[config.mk]
export PLATFORM = sky130hd
export DESIGN_NAME = sync_decoder
export DESIGN_NICKNAME = d
export VERILOG_FILES = /design/src/rtl/sync_decoder.sv
export SDC_FILE = /design/constraint.sdc
export NUM_CORES = 1
export LEC_CHECK = 0
export BUFFER_PORTS_ARGS = -buffer_cell sky130_fd_sc_hd__buf_2
export CAP_MARGIN = 20
export CORE_ASPECT_RATIO = 1.25
export CORE_MARGIN = 3
export CORE_UTILIZATION = 50
export CTS_CLUSTER_DIAMETER = 60
export DETAILED_ROUTE_END_ITERATION = 8
export PLACE_DENSITY = 0.78
export RECOVER_POWER = 50
export SYNTH_ARGS = -nofsm -noshare
export SYNTH_HDL_FRONTEND = slang
export SYNTH_SLANG_ARGS = --single-unit
[constraint.sdc]
create_clock -name clk -period 12.1 [get_ports clk]
set_clock_uncertainty 0.05 [all_clocks]
set_input_delay 1.815 -clock clk [delete_from_list [all_inputs] [get_ports clk]]
set_output_delay 1.815 -clock clk [all_outputs]
set_load 0.01 [all_outputs]
[src/rtl/sync_decoder.sv]
// sync_decoder: composite-sync decoder for the video receive path.
// It samples an asynchronous, active-low composite sync line and measures
// the width of each sync tip. Each pulse is classed as equalizing,
// horizontal or broad. From these pulses the block produces line and frame
// strobes, a cycles-since-hsync counter, the current line number and a
// horizontal lock flag. An indexed address/data register pair exposes the
// measured state to the CPU.
//
// Build option: define SYNC_DECODER_IRQ_EN to add the frame interrupt
// output irq. Without it, status bit 0 reads as zero.

module sync_decoder #(
  parameter int CNT_W  = 10,  // horizontal counter / period width
  parameter int EQ_MAX = 28,  // widest equalizing pulse, in clk
  parameter int HS_MAX = 64,  // widest horizontal pulse, in clk
  parameter int TOL    = 4,   // allowed line-to-line period change while locking
  parameter int LOCK_N = 8    // consecutive in-tolerance lines needed for lock
) (
  input  logic             clk,
  input  logic             rst,
  input  logic             sync_in,
  input  logic             AD,
  input  logic [7:0]       DI,
  output logic [7:0]       DO,
  input  logic             rw,
  input  logic             cs,
  output logic             hs_pulse,
  output logic             vs_pulse,
  output logic             locked,
  output logic [8:0]       line,
  output logic [CNT_W-1:0] hcnt
`ifdef SYNC_DECODER_IRQ_EN
  ,
  output logic             irq
`endif
);

  localparam int GOOD_W = $clog2(LOCK_N + 1);

  localparam logic [CNT_W-1:0]  CNT_MAX   = '1;
  localparam logic [CNT_W-1:0]  EQ_LIM    = CNT_W'(EQ_MAX);
  localparam logic [CNT_W-1:0]  HS_LIM    = CNT_W'(HS_MAX);
  localparam logic [CNT_W-1:0]  TOL_LIM   = CNT_W'(TOL);
  localparam logic [GOOD_W-1:0] GOOD_LIM  = GOOD_W'(LOCK_N);
  localparam logic [8:0]        LINE_MAX  = 9'd511;
  localparam logic [2:0]        BROAD_MAX = 3'd7;

  typedef enum logic {
    SEARCH = 1'b0,
    LOCKED = 1'b1
  } lock_state_t;

  // Input synchronizer and edge detection.
  logic s1, s2, s3;
  logic fall, rise;
  logic rise_q;

  // Pulse measurement and classification.
  logic [CNT_W-1:0] pw;
  logic             pulse_eq, pulse_hs, pulse_br;
  logic             frame_start;

  // Line timing state.
  logic [CNT_W-1:0] period;
  logic [CNT_W-1:0] per_new;
  logic [CNT_W-1:0] per_diff;
  logic             in_tol;
  logic             hcnt_sat;
  logic [8:0]       lpf;
  logic [2:0]       broad_run;
  logic             skip;
  logic             hs_upd;

  // Lock tracker.
  lock_state_t       state_q, state_d;
  logic [GOOD_W-1:0] good_q, good_d;

  // CPU register port.
  logic [4:0] addr;
  logic [7:0] rd_data;
  logic       irq_bit;
  logic       status_rd;
  logic       unused_di;

  assign unused_di = ^DI[7:5];

  // Bring the asynchronous sync line into the clk domain.
  // NOTE: every clocked register uses non-blocking assignments. The three
  // flops therefore shift by one stage per edge and do not collapse into a
  // single flop.
  always_ff @(posedge clk or posedge rst) begin
    if (rst) begin
      s1 <= 1'b1;
      s2 <= 1'b1;
      s3 <= 1'b1;
    end else begin
      s1 <= sync_in;
      s2 <= s1;
      s3 <= s2;
    end
  end

  assign fall = s3 & ~s2;
  assign rise = ~s3 & s2;

  // Count the edges on which the synchronized line is low. The count is
  // restarted on the falling edge and held after the rising edge, so it is
  // still valid one clk later when the pulse is classified.
  always_ff @(posedge clk or posedge rst) begin
    if (rst) begin
      pw     <= '0;
      rise_q <= 1'b0;
    end else begin
      rise_q <= rise;
      if (fall) begin
        pw <= CNT_W'(1);
      end else if (!s2 && pw != CNT_MAX) begin
        pw <= pw + 1'b1;
      end
    end
  end

  assign pulse_eq    = rise_q && (pw <= EQ_LIM);
  assign pulse_hs    = rise_q && (pw > EQ_LIM) && (pw <= HS_LIM);
  assign pulse_br    = rise_q && (pw > HS_LIM);
  assign frame_start = pulse_br && (broad_run == 3'd2);

  // A horizontal strobe ends a line that is one cycle longer than the
  // counter value reached. The stored period is therefore the true strobe
  // spacing: 512 for a 512-clk line.
  assign per_new  = (hcnt == CNT_MAX) ? CNT_MAX : hcnt + 1'b1;
  assign per_diff = (per_new >= period) ? per_new - period : period - per_new;
  assign in_tol   = (per_diff <= TOL_LIM);
  assign hcnt_sat = (hcnt == CNT_MAX);
  assign hs_upd   = pulse_hs && !skip;

  // Line/frame timing: strobes, counters, period and the skip marker that
  // hides the first line after any non-horizontal pulse from the lock logic.
  always_ff @(posedge clk or posedge rst) begin
    if (rst) begin
      hcnt      <= '0;
      period    <= '0;
      line      <= '0;
      lpf       <= '0;
      broad_run <= '0;
      skip      <= 1'b1;
      hs_pulse  <= 1'b0;
      vs_pulse  <= 1'b0;
    end else begin
      hs_pulse <= pulse_hs;
      vs_pulse <= frame_start;
      if (pulse_hs) begin
        period    <= per_new;
        hcnt      <= '0;
        skip      <= 1'b0;
        broad_run <= '0;
        if (line != LINE_MAX) begin
          line <= line + 1'b1;
        end
      end else begin
        if (!hcnt_sat) begin
          hcnt <= hcnt + 1'b1;
        end
        if (pulse_eq) begin
          skip      <= 1'b1;
          broad_run <= '0;
        end
        if (pulse_br) begin
          skip <= 1'b1;
          if (broad_run != BROAD_MAX) begin
            broad_run <= broad_run + 1'b1;
          end
        end
        if (frame_start) begin
          lpf  <= line;
          line <= '0;
        end
      end
    end
  end

  // Lock state register.
  always_ff @(posedge clk or posedge rst) begin
    if (rst) begin
      state_q <= SEARCH;
      good_q  <= '0;
    end else begin
      state_q <= state_d;
      good_q  <= good_d;
    end
  end

  // Lock next state. A line with no hsync at all, shown by the counter
  // saturating, always forces a fresh search.
  // NOTE: defaults come first so every path assigns every output, which
  // keeps this a pure mux and never an inferred latch.
  always_comb begin
    state_d = state_q;
    good_d  = good_q;
    unique case (state_q)
      SEARCH: begin
        if (hs_upd) begin
          if (in_tol) begin
            good_d = good_q + 1'b1;
            if (good_q + 1'b1 == GOOD_LIM) begin
              state_d = LOCKED;
            end
          end else begin
            good_d = '0;
          end
        end
      end
      LOCKED: begin
        if (hs_upd && !in_tol) begin
          state_d = SEARCH;
          good_d  = '0;
        end
      end
      default: begin
        state_d = SEARCH;
        good_d  = '0;
      end
    endcase
    if (hcnt_sat) begin
      state_d = SEARCH;
      good_d  = '0;
    end
  end

  assign locked    = (state_q == LOCKED);
  assign status_rd = cs && rw && AD && (addr == 5'd0);

`ifdef SYNC_DECODER_IRQ_EN
  // Frame interrupt: set at frame start and cleared by a status read. Set
  // wins if both happen on the same edge, so a frame is never lost.
  always_ff @(posedge clk or posedge rst) begin
    if (rst) begin
      irq <= 1'b0;
    end else if (frame_start) begin
      irq <= 1'b1;
    end else if (status_rd) begin
      irq <= 1'b0;
    end
  end
  assign irq_bit = irq;
`else
  assign irq_bit = 1'b0;
`endif

  // Indexed read mux over the register file.
  always_comb begin
    rd_data = 8'h00;
    case (addr)
      5'd0:    rd_data = {locked, 6'b000000, irq_bit};
      5'd1:    rd_data = {7'b0000000, line[8]};
      5'd2:    rd_data = line[7:0];
      5'd3:    rd_data = 8'(period >> 8);
      5'd4:    rd_data = period[7:0];
      5'd5:    rd_data = {7'b0000000, lpf[8]};
      5'd6:    rd_data = lpf[7:0];
      default: rd_data = 8'h00;
    endcase
  end

  // CPU port. Reads are registered into DO and see the state from before
  // this edge's updates. Data-register writes have no effect.
  always_ff @(posedge clk or posedge rst) begin
    if (rst) begin
      DO   <= 8'h00;
      addr <= '0;
    end else if (cs) begin
      if (!AD && !rw) begin
        addr <= DI[4:0];
      end
      if (rw) begin
        DO <= AD ? rd_data : {3'b000, addr};
      end
    end
  end

endmodule

# Word level (Yosys, flattened, before mapping)
# Index checks and enable logic that the tools add are counted.
classes:
  muxes: 29
  n_lt_le_gt_ge: 6
  n_addsub: 7
  n_bitwise: 6
  eq_ne: 16
  n_reduce_logical: 23
op_table:
  columns: ["op", "n"]
  rows:
  - ["$mux 10", 6]
  - ["$pmux 8 s7", 1]
  - ["$mux 9", 3]
  - ["$add 10x1->10 const B", 2]
  - ["$sub 10x10->10", 2]
  - ["$mux 4", 4]
  - ["$eq 5x3->1 const B", 3]
  - ["$mux 3", 4]
  - ["$eq 10x10->1 const B", 1]
  - ["$eq 5x2->1 const B", 2]
  - ["$ge 10x10->1", 1]
  - ["$gt 10x5->1 const B", 1]
  - ["$gt 10x7->1 const B", 1]
  - ["$le 10x3->1 const B", 1]
  - ["$le 10x5->1 const B", 1]
  - ["$le 10x7->1 const B", 1]
  - ["$ne 10x10->1 const B", 1]
  - ["$reduce_and 2->1", 5]
  - ["$add 9x1->9 const B", 1]
  - ["$logic_and 1x1->1", 9]
  - ["$ne 9x9->1 const B", 1]
  - ["$mux 1", 8]
  - ["$mux 8", 1]
  - ["$pmux 4 s2", 1]
  - ["16 further kinds", 26]
totals:
  regBits: 76
  output_inout_bits: 30
  input_bits: 14
  word_cells: 104

# Logic depth before layout (Yosys ltp)
depth:
  depth_word: 10
  depth_mapped: 17
  depth_no_buf: 16

# Worst setup path before layout
# Ideal clock, no wire load.
synth_path:
  kind: "register to register"
  from: "reg hcnt[0]"
  to: "reg good_q[0]"
  path_slack_ns: 8.175
  path_stages_with_launch: 18
  setup_time_ns: 0.129
  required_time_ns: 11.921
  period_less_slack_ns: 3.925
  n_path_buf: 2
  arrival_time_ns: 3.746
  path_cell_list: "dfrtp_1 > ha_1 > nand4_2 > or3_4 > clkbuf_1 > and2_1 > inv_1 > ha_1 > and2_1 > buf_2 > nand3_1 > o21ba_1 > o21ai_2 > mux2_2 > and2_1 > o31a_1 > a31oi_1 > o22ai_1"
synth_between:
  elab_chain_cells: 9
  elab_cells_between_ends: 17
  cone_classes: "add/sub: 3; order compare: 2; eq/ne: 3; mux: 6; reduce/logical: 3"
synth_rtl:
  columns: ["item", "line_no", "text"]
  rows:
  - ["start: declaration", "31", "output logic [CNT_W-1:0] hcnt"]
  - ["start signal: assignment", "162", "hcnt <= hcnt + 1'b1;"]
  - ["$add 10x1->10 / $eq 10x10->1 (equally long branches)", "131", "assign per_new = (hcnt == CNT_MAX) ? CNT_MAX : hcnt + 1'b1;"]
  - ["$mux 10 *", "131", null]
  - ["net per_new[3]", "65", "logic [CNT_W-1:0] per_new;"]
  - ["$sub 10x10->10 / $ge 10x10->1 (equally long branches)", "132", "assign per_diff = (per_new >= period) ? per_new - period : period - per_new;"]
  - ["$mux 10 *", "132", null]
  - ["$le 10x3->1 *", "133", "assign in_tol = (per_diff <= TOL_LIM);"]
  - ["$mux 4 / $logic_not 1->1 (equally long branches)", "203, 214", null]
  - ["$mux 4 / $logic_and 1x1->1 (equally long branches)", "202, 214", null]
  - ["$pmux 4 s2 / $ne 3x2->1 (equally long branches)", null, null]
  - ["$mux 4 / $reduce_and 2->1 (equally long branches)", null, null]
  - ["end signal: assignment", "189", "good_q <= good_d;"]
  - ["end: declaration", "76", "logic [GOOD_W-1:0] good_q, good_d;"]
# The timed path passes the listed nets; every way through them passes the cells marked *. The select of a mux whose other input is x is not followed.
# A chain may end at the register's enable or synchronous reset.

==> impl_metrics.sql <==
INSERT INTO impl_metrics (metric_group, metric, value, unit) VALUES
('pwr', 'netSwitchingPower', '249', 'uW'),
('route', 'drc', '0', ''),
('clocking', 'cts.htree.levels', '3', ''),
('route', 'routed_wire_length_per_instance', '15.7', 'um'),
('logic_synthesis', 'synth-edff-count', '0', ''),
('route', 'drt_first_iter_violations', '224', ''),
('worst_setup_path', 'critPathLaunchType', 'input pin', ''),
('global_route', 'antenna_found_initial', '0', ''),
('logic_synthesis', 'seq_area_frac_synth', '40.4', '%'),
('placed_design', 'dpl.cell_count', '662', ''),
('timing', 'maxSlewViolCount', '77', ''),
('final_layout', 'nNetsFinal', '592', ''),
('clocking', 'cts_made_buffers', '9', ''),
('hold_path', 'min_delay_worst_endpoint', 's2', ''),
('worst_setup_path', 'timing.rr.end', 'good_q[3]', ''),
('final_layout', 'antenna_cells', '0', ''),
('timing', 'final_hold_viol_count', '0', ''),
('logic_synthesis', 'synthTopCellsByArea', 'sky130_fd_sc_hd__dfrtp_1, sky130_fd_sc_hd__ha_1, sky130_fd_sc_hd__mux2_2', ''),
('status', 'violated_checks', 'max-capacitance violations, max-slew violations', ''),
('clocking', 'post_cts.repair.setup_buffers', '0', ''),
('final_layout', 'syn_to_final_growth', '12.4', '%'),
('hold_path', 'timing.hold.worst.class', 'flop to flop', ''),
('route', 'drtPass1Iterations', '4', ''),
('final_layout', 'stdcell_count', '678', ''),
('floorplan', 'die-area', '10700', 'sq um'),
('route', 'post_drt_via_cell_ratio', '5.73', ''),
('final_layout', 'final_cell_area', '5310', 'sq um'),
('clocking', 'worst_skew_pair.late_latency', '0.34', 'ns'),
('pwr', 'switching_share', '32.5', '%'),
('logic_synthesis', 'netlist.top_cell.by_area', 'sky130_fd_sc_hd__dfrtp_1', ''),
('timing', 'finalCriticalPeriod', '5.20', 'ns'),
('timing', 'hold_ws', '0.311', 'ns'),
('global_route', 'grt_pass1_vias', '3940', ''),
('clocking', 'clk_path_buf_depth', '2', ''),
('placed_design', 'dp_hpwl', '7.95', 'mm'),
('worst_setup_path', 'worst-r2r-setup-slack', '7.54', 'ns'),
('status', 'run_status', 'finished, violations left', ''),
('worst_setup_path', 'ff2ff_path_depth', '15', ''),
('timing', 'fmaxAchievable', '192', 'MHz'),
('hold_path', 'min_delay_path_depth', '0', ''),
('final_layout', 'fraction_of_layout_instances_using_a_drive_strength_above_1', '17.8', '%'),
('timing', 'tightest_slew', '3.87', 'ns'),
('pwr', 'power.leakage', '2.51', 'nW'),
('logic_synthesis', 'post_synthesis_sequential_element_count', '76', ''),
('floorplan', 'fp.coreArea', '9170', 'sq um'),
('global_route', 'gr-total-overflow', '0', ''),
('floorplan', 'boundaryPins', '44', ''),
('pwr', 'design_power_total', '766', 'uW'),
('clocking', 'tritoncts', 'yes', ''),
('logic_synthesis', 'async_flop_share', '100', '%'),
('floorplan', 'initial_core_util', '51.5', '%'),
('final_layout', 'fin_util', '57.9', '%'),
('logic_synthesis', 'yosysWarningCount', '0', ''),
('pwr', 'power_report.internal_total', '517', 'uW'),
('timing', 'timing.final.crit_share', '43.0', '%'),
('final_layout', 'most-common-layout-cells', 'sky130_fd_sc_hd__dfrtp_1, sky130_fd_sc_hd__nand2_1, sky130_fd_sc_hd__nor2_1, sky130_fd_sc_hd__buf_2, sky130_fd_sc_hd__o21ai_0', ''),
('run', 'drv.max_cap_violation_count', '1', ''),
('route', 'routed_wirelength', '10.7', 'mm'),
('logic_synthesis', 'netlist_instances', '516', ''),
('floorplan', 'die_width', '92.9', 'um'),
('clocking', 'cts_sink_cnt', '76', ''),
('clocking', 'cts.clk_slew.worst_paths', '0.06', 'ns'),
('timing', 'setup_repair_after_global_routing_missed_its_margin', 'false', ''),
('global_route', 'grt_pass1_wl', '18.7', 'mm'),
('timing', 'setup-violations-final', '0', ''),
('logic_synthesis', 'synth_top_area_share', '38.1', '%'),
('pwr', 'powerDensity', '144', 'nW/um^2'),
('clocking', 'cts-hold-fix-buffers', '0', ''),
('placed_design', 'pre_cts_slack', '7.61', 'ns'),
('hold_path', 'hold_path.startpoint', 's1', ''),
('pwr', 'seq_power_share', '38.1', '%');
## metal layers
| metal | vias to the layer above | track usage (%) | wire [um] |
|---|---|---|---|
| met5 | - | 0 | 0 |
| met4 | 0 | 8.50 | 274 |
| met1 | 1879 | 26.5 | 4420 |
| li1 | 1885 | - | - |
| met2 | 96 | 38.4 | 5500 |
| met3 | 25 | 4.27 | 464 |
## flip-flops by register name, summed over array words and instances, names as in the netlist, 3 cells and up
register and count:
DO 8, addr 5, broad_run 3, good_q 4
hcnt 10, line 9, lpf 9, period 10
pw 10
## worst max-delay path: cells and delay by family
| family | cells | cell delay, ns |
|---|---|---|
| buffers and inverters | 3 | 2.85 |
## worst max-delay path by stage
stage | startpoint | cells past startpoint | slack [ns] | endpoint
final | rst | 3 | 6.90 | addr[3]
after global routing | rst | 3 | 5.98 | period[3]
after CTS | hcnt[0] | 15 | 7.60 | good_q[3]
after detailed placement | hcnt[0] | 15 | 7.61 | good_q[3]
after global placement | hcnt[0] | 15 | 7.73 | good_q[1]
after floorplan | hcnt[0] | 17 | 8.18 | good_q[0]
## power by group through the flow
stage	Combinational, mW	Sequential (mW)	Clock, mW
final	0.208	0.292	0.266
after global placement	0.203	0.295	0
after floorplan	0.159	0.292	0
after CTS	0.206	0.291	0.271
after global routing	0.229	0.295	0.281
after detailed placement	0.205	0.296	0
## layout make-up
cell class | instances | area, sq um
well taps | 123 | 154
fillers | 834 | 3870
flip-flops and latches | 76 | 1910
repair buffers | 42 | 205
clock buffers | 10 | 239
multi-input cells | 388 | 2610
inverters | 33 | 125
clock inverters | 6 | 63.8
## cell usage after synthesis (all sizes together), types with 5 or more instances
| library cell | n |
|---|---|
| dfrtp | 72 |
| nand2 | 62 |
| nor2 | 51 |
| o21ai | 37 |
| a21oi | 32 |
| inv | 32 |
| ha | 28 |
| mux2 | 25 |
| nand3 | 14 |
| xor2 | 12 |
| clkbuf | 11 |
| buf | 8 |
| nor2b | 8 |
| nor3 | 8 |
| a211oi | 6 |
| a21o | 6 |
| a22o | 6 |
| a31oi | 6 |
| nand2b | 6 |
| and2 | 5 |
| nand4 | 5 |
| o211ai | 5 |
| xnor2 | 5 |
## cell families (layout without fill, tap and decap cells)
group                      Yosys count  in the layout  synth area share, %
AOI/OAI and AO/OA                  130            130                 18.1
xor gates and xnor gates            17             17                 3.15
adders and majority gates           28             28                 7.42
buffers and inverters               52             91                 4.29
DFF                                 76             76                 40.4
muxes                               29             29                 7.07
and+or+nand+nor                    184            184                 19.5
Power figures use the tool's default switching activity.
